===== src/rtl/uart_rx_fifo.sv =====
// 8N1 UART receiver with mid-bit sampling, framing check and a first-word-fall-through
// byte FIFO drained by a valid/ready consumer; sticky framing and overflow flags.
module uart_rx_fifo #(
   parameter int DELAY_FRAMES = 234,
   parameter int FIFO_DEPTH   = 16
) (
   input  logic                          clk,
   input  logic                          rst,
   input  logic                          uart_rx,
   output logic [7:0]                    rx_data,
   output logic                          rx_valid,
   input  logic                          rx_ready,
   output logic [$clog2(FIFO_DEPTH):0]   fifo_count,
   output logic                          frame_err,
   output logic                          overflow,
   input  logic                          err_clr
);

   localparam int HALF = DELAY_FRAMES / 2;
   localparam int CW   = $clog2(DELAY_FRAMES);
   localparam int AW   = $clog2(FIFO_DEPTH);
   localparam logic [CW-1:0] HALF_M1 = CW'(HALF - 1);
   localparam logic [CW-1:0] LAST    = CW'(DELAY_FRAMES - 1);
   localparam logic [AW:0]   FULL_CNT = (AW + 1)'(FIFO_DEPTH);

   typedef enum logic [2:0] {IDLE, START, DATA, STOP, BREAK} state_t;

   state_t        state, state_n;
   logic [CW-1:0] cnt, cnt_n;
   logic [2:0]    bit_idx, bit_n;
   logic [7:0]    shift, shift_n;
   logic          push, ferr_evt;
   logic          sync_p0, sync_p1, rx_s;

   logic [7:0]    mem [FIFO_DEPTH];
   logic [AW-1:0] wr_ptr, rd_ptr;
   logic          pop, full, wr_en, drop;

   // stage p0/p1: two-flop synchroniser on the asynchronous pin
   always_ff @(posedge clk) begin
      if (rst) begin
         sync_p0 <= 1'b1;
         sync_p1 <= 1'b1;
      end else begin
         sync_p0 <= uart_rx;
         sync_p1 <= sync_p0;
      end
   end
   assign rx_s = sync_p1;

   always_ff @(posedge clk) begin
      if (rst) begin
         state   <= IDLE;
         cnt     <= '0;
         bit_idx <= '0;
      end else begin
         state   <= state_n;
         cnt     <= cnt_n;
         bit_idx <= bit_n;
      end
   end

   always_ff @(posedge clk) begin
      shift <= shift_n;
   end

   always_comb begin
      state_n  = state;
      cnt_n    = cnt;
      bit_n    = bit_idx;
      shift_n  = shift;
      push     = 1'b0;
      ferr_evt = 1'b0;
      case (state)
         IDLE: begin
            if (!rx_s) begin
               state_n = START;
               cnt_n   = '0;
            end
         end
         START: begin
            // A start bit that has gone high again by mid-bit is treated as a glitch.
            if (cnt == HALF_M1) begin
               if (rx_s) begin
                  state_n = IDLE;
               end else begin
                  state_n = DATA;
                  cnt_n   = '0;
                  bit_n   = '0;
               end
            end else begin
               cnt_n = cnt + 1'b1;
            end
         end
         DATA: begin
            if (cnt == LAST) begin
               shift_n = {rx_s, shift[7:1]};
               cnt_n   = '0;
               if (bit_idx == 3'd7) state_n = STOP;
               else                 bit_n   = bit_idx + 1'b1;
            end else begin
               cnt_n = cnt + 1'b1;
            end
         end
         STOP: begin
            if (cnt == LAST) begin
               cnt_n = '0;
               if (rx_s) begin
                  push    = 1'b1;
                  state_n = IDLE;
               end else begin
                  ferr_evt = 1'b1;
                  state_n  = BREAK;
               end
            end else begin
               cnt_n = cnt + 1'b1;
            end
         end
         BREAK: begin
            if (rx_s) state_n = IDLE;
         end
         default: state_n = IDLE;
      endcase
   end

   // A full FIFO still accepts a byte when the head is popped in the same cycle.
   assign rx_valid = (fifo_count != '0);
   assign pop      = rx_valid && rx_ready;
   assign full     = (fifo_count == FULL_CNT);
   assign wr_en    = push && (!full || pop);
   assign drop     = push && full && !pop;
   assign rx_data  = rx_valid ? mem[rd_ptr] : 8'h00;

   always_ff @(posedge clk) begin
      if (wr_en && !rst) mem[wr_ptr] <= shift;
   end

   always_ff @(posedge clk) begin
      if (rst) begin
         wr_ptr     <= '0;
         rd_ptr     <= '0;
         fifo_count <= '0;
      end else begin
         if (wr_en) wr_ptr <= wr_ptr + 1'b1;
         if (pop)   rd_ptr <= rd_ptr + 1'b1;
         case ({wr_en, pop})
            2'b10:   fifo_count <= fifo_count + 1'b1;
            2'b01:   fifo_count <= fifo_count - 1'b1;
            default: fifo_count <= fifo_count;
         endcase
      end
   end

   // Error events take priority over a coincident clear.
   always_ff @(posedge clk) begin
      if (rst) begin
         frame_err <= 1'b0;
         overflow  <= 1'b0;
      end else begin
         if (ferr_evt)     frame_err <= 1'b1;
         else if (err_clr) frame_err <= 1'b0;
         if (drop)         overflow  <= 1'b1;
         else if (err_clr) overflow  <= 1'b0;
      end
   end

endmodule


===== config.mk =====
export PLATFORM = sky130hd
export DESIGN_NAME = uart_rx_fifo
export DESIGN_NICKNAME = d
export VERILOG_FILES = /design/src/rtl/uart_rx_fifo.sv
export SDC_FILE = /design/constraint.sdc
export NUM_CORES = 1
export LEC_CHECK = 0
export CAP_MARGIN = 20
export CORE_UTILIZATION = 53
export CTS_BUF_LIST = sky130_fd_sc_hd__clkbuf_16
export CTS_CLUSTER_SIZE = 25
export DETAILED_ROUTE_END_ITERATION = 6
export PLACE_DENSITY = 0.7
export SYNTH_ARGS = -nofsm -noshare
export SYNTH_HDL_FRONTEND = slang
export SYNTH_SLANG_ARGS = --single-unit

===== constraint.sdc =====
create_clock -name clk -period 7.3 [get_ports clk]
set_input_delay 1.46 -clock clk [delete_from_list [all_inputs] [get_ports clk]]
set_output_delay 1.46 -clock clk [all_outputs]
set_load 0.02 [all_outputs]

# Word-level counts from Yosys, hierarchy flattened
# Memory sizes are Yosys's and may differ from the RTL's. A register that Yosys moved wholly into a read port is not among the register bits.
# Cells that the tools add are included.
dict set report totals {
  regBits 39
  ramBits 128
  inputBits 5
  out_inout_bits 16
  wordCells 89
  n_memories 1
}
# name words width rd rd_clocked_by_memory_dff wr line_no
set memory_table {}
lappend memory_table {mem 16 8 1 1 1 35} ;# logic [7:0] mem [FIFO_DEPTH];
dict set report classes {
  add_sub_neg 6
  eq_ne 18
  muxes 33
  reduce_logical 20
}
# operator count
set ops {}
lappend ops {{two-way mux 3 bit} 11}
lappend ops {{two-way mux 8 bit} 4}
lappend ops {{one-hot mux 8 bit (3 select lines)} 1}
lappend ops {{!= test 2 bit, second input constant} 8}
lappend ops {{one-hot mux 3 bit (5 select lines)} 1}
lappend ops {{two-way mux 1 bit} 11}
lappend ops {{one-hot mux 5 bit (2 select lines)} 1}
lappend ops {{adder 4 x 1 -> 4 bit, second input constant} 2}
lappend ops {{adder 8 x 1 -> 8 bit, second input constant} 1}
lappend ops {{== test 8 x 7 -> 1 bit, second input constant} 1}
lappend ops {{== test 8 bit, second input constant} 1}
lappend ops {{two-way mux 4 bit} 2}
lappend ops {{nonzero test 2 bit} 4}
lappend ops {{== test 3 x 2 -> 1 bit, second input constant} 2}
lappend ops {{== test 3 bit, second input constant} 2}
lappend ops {{one-hot mux 3 bit (2 select lines)} 1}
lappend ops {{AND reduction 6 bit} 1}
lappend ops {{adder 5 x 1 -> 5 bit, second input constant} 1}
lappend ops {{== test 5 bit, second input constant} 1}
lappend ops {{logical AND 1 bit} 5}
lappend ops {{AND reduction 5 bit} 1}
lappend ops {{nonzero test 5 bit} 1}
lappend ops {{subtractor 5 x 1 -> 5 bit, second input constant} 1}
lappend ops {{adder 3 x 1 -> 3 bit, second input constant} 1}
lappend ops {{other kinds (10)} 12}

# Logic depth before layout (Yosys ltp)
dict set report depth {
  depth_word 7
  mapped_depth 11
  mapped_depth_nobuf 11
}

# Least setup slack after synthesis
# No wires, ideal clock.
dict set report synth_path {
  path_type {reg-to-output}
  from {register with a tool-made name}
  to {output port rx_data[0]}
  arrival_time_ps 1981
  required_ps 5840
  setup_slack_ps 3859
  path_stages_with_launch 6
  n_path_buf 2
  cell_sequence {dfxtp_1 > clkbuf_1 > buf_2 > mux4_2 > mux4_2 > nor2b_1}
}
# element line_no
set synth_rtl {}
lappend synth_rtl {{to (decl)} 10} ;# output logic [7:0] rx_data,

==> results.tsv <==
stage	metric	value	unit
cells_and_area	final_cell_area	8040	um2
critical_path	critical_path_arrival	3.11	ns
clock_network	htree_levels	4	
timing	finalSetupTns	0	ns
pwr	total_power	2.64	mW
die	fp.dieH	118	um
cells_and_area	fin_util	62.7	%
pwr	ir_drop	125	uV
placement	port_buffers	20	
routing	dr.pass1.iters	4	
grt	grt_pass1_vias	3843	
clock_network	clk_pin_slew	0.06	ns
clock_network	post_cts_resized	0	
flow_run	maxCapViolCount	0	
grt	grt_max_degree	33	
logic_synthesis	synth-edff-count	136	
logic_synthesis	yosysSeqAreaShare	67.5	%
timing	maxSlewViolCount	0	
cells_and_area	final_layout_size_suffix_gt1_share	18.7	%
die	die_w	118	um
cells_and_area	area.growth.synth_to_final	13.4	%
clock_network	numCtsBuffers	17	
logic_synthesis	syn-cell-area	7090	um2
grt	overflow	0	
routing	drt_iter0_markers	308	
timing	rsz0062_at_grt	false	
placement	hpwl	8600	um
timing	fin_crit	4.57	ns
clock_network	cts_buffer_depth	2	
grt	grt_usage	20.2	%
timing	setup_viol	0	
logic_synthesis	synth_most_common_cell	edfxtp_1	
logic_synthesis	synth_seq_cells	171	
die	core	12800	um2
logic_synthesis	synth_top_area_share	57.6	%
die	dieArea	13800	um2
clock_network	clock-sinks	171	
clock_network	cts_tree	yes	
timing	fmax	0.219	GHz
critical_path	crit_fanout	32	
timing	finClkSkew	0.00630	ns
logic_synthesis	ys_warn_count	0	
logic_synthesis	synth_cell_types	56	
clock_network	hold_buffers	0	
die	start_util	55.3	%
logic_synthesis	synth_common_cells	edfxtp_1, nor2_1, mux4_2	
cells_and_area	n_antenna_cell	0	
logic_synthesis	netlist_instances	440	
critical_path	cp-start-kind	register	
pwr	power_density	329	nW/um2
cells_and_area	finish.net_count	480	
logic_synthesis	synth_area_leader_cell	edfxtp_1	
logic_synthesis	postSynth.asyncResetShare	0	%
logic_synthesis	synth_fp_nets	457	
clock_network	clk_latency	0.42	ns
status	status	completed	
routing	ant_nets	0	
placement	placement.cell_area	7440	um2
pwr	p_leak	2.56	nW
logic_synthesis	syn_avg_cell_area	16.1	um2
hold_path	min_path_type	reg -> reg	
clock_network	cts_setup_buffers	0	
logic_synthesis	synthFlopType	edfxtp_1	
critical_path	setup.worst_path.end_class	primary output	
logic_synthesis	synthTopCellsByArea	edfxtp_1, mux4_2, dfxtp_1, nor2_1, ha_1	
placement	place_ws	3.17	ns
timing	layout_setup_ws	2.73	ns
timing	post-route-period-util	62.6	%
placement	gp_congestion	0.796	
die	ios	21	
timing	tightestPinTransition	0.824	ns
die	fp-row-count	41	
routing	vias	3785	
routing	wl_per_cell	19.8	um
routing	drc	0	
critical_path	critPathKind	reg -> out	
critical_path	worstPathRequired	5.84	ns
timing	hold_violations	0	
timing	maxSlewHeadroom	44.8	%
grt	grt_pass1_wl	20900	um
clock_network	cts_root_buf	clkbuf_16	
grt	antenna_found_initial	0	
routing	wl	12800	um
routing	via_per_inst	5.84	
## cells in the final DEF, fill, tap and decap left out, types with 3 or more instances in the layout
cell             Yosys  routed
o21ai_0              8       8
nor2_1              43      43
clkinv_2             0       3
nand2_1             15      15
nor4_1               3       3
xor2_1               5       5
a22o_1               3       3
nor2b_1             10      10
nand3b_1             3       3
xnor2_1              4       4
clkbuf_16            0      17
or3_1                3       3
and3_1               3       3
inv_1               15      15
nand4_1              3       3
nand3_1             13      13
a21oi_1             13      13
buf_4                0       3
clkinvlp_4           0       4
ha_1                12      12
bufinv_16            0       3
nor3_1               7       7
dfxtp_1             35      34
edfxtp_1           136     136
mux4_2              40      40
clkdlybuf4s50_1      0      20
or2_2                3       3
## logic make-up after synthesis
| group | synth area share, % |
|---|---|
| flip-flops | 67.5 |
| AND/OR/NAND/NOR | 9.16 |
| AO/OA/AOI/OAI | 4.63 |
| multiplexers | 13.4 |
| buffers and inverters | 2.10 |
| adder cells (fa/ha/maj) | 2.12 |
| XOR/XNOR | 1.11 |
## routing by layer
metal | share of wire (%) | vias up | wire, um | track usage [%]
met5 | 0 | - | 0 | 0
met4 | 1.4 | 0 | 179 | 7.69
met3 | 4.6 | 14 | 591 | 4.17
met2 | 48 | 97 | 6180 | 31.3
met1 | 46 | 1911 | 5860 | 28.3
li1 | - | 1763 | - | -
## per-stage QoR
stage	std cells	hold slack, ns
3_5_place_dp	616	0.399
2_1_floorplan	440	0.389
5_1_grt	648	0.418
3_3_place_gp	616	0.393
6_report	648	0.411
4_1_cts	648	0.419
## path summary, 6_finish.rpt
check                 from    endpoint  slack (ns)  cells after the start
setup / recovery  register  rx_data[6]        2.73                      5
hold / removal     sync_p0        rx_s        0.41                      1
setup reg to reg    cnt[0]   mem[2][1]        4.30                      6
hold reg to reg    sync_p0        rx_s        0.41                      1
## worst max-delay path: stages (launching register included)
cell and delay [ns]:
dfxtp_2 0.31, buf_4 0.50, mux4_2 0.63, mux4_2 0.48, nor2b_1 0.16, clkdlybuf4s50_1 0.58
## report_power, final
part / total, mW / internal [mW] / switching (mW) / leakage, nW
Combinational: 0.651 / 0.320 / 0.331 / 0.770
Sequential: 1.09 / 1.06 / 0.0326 / 1.51
Clock: 0.896 / 0.537 / 0.359 / 0.283
## state kept, by name (all words and copies together) (netlist names), named ones only
register,count
shift,8
rd_ptr,4
mem,128
rx_s,1
cnt,8
bit_idx,3
fifo_count,5
overflow,1
wr_ptr,4
state,3
sync_p0,1
frame_err,1
## final cells by class
| class | count | area (um2) |
|---|---|---|
| Timing Repair Buffer | 23 | 223 |
| Inverter | 16 | 60.1 |
| Fill cell | 918 | 4790 |
| Multi-Input combinational cell | 234 | 2150 |
| Tap cell | 172 | 215 |
| Clock buffer | 17 | 425 |
| Clock inverter | 15 | 174 |
| Sequential cell | 171 | 4790 |
Note: power is estimated with default switching activity, not from simulation.
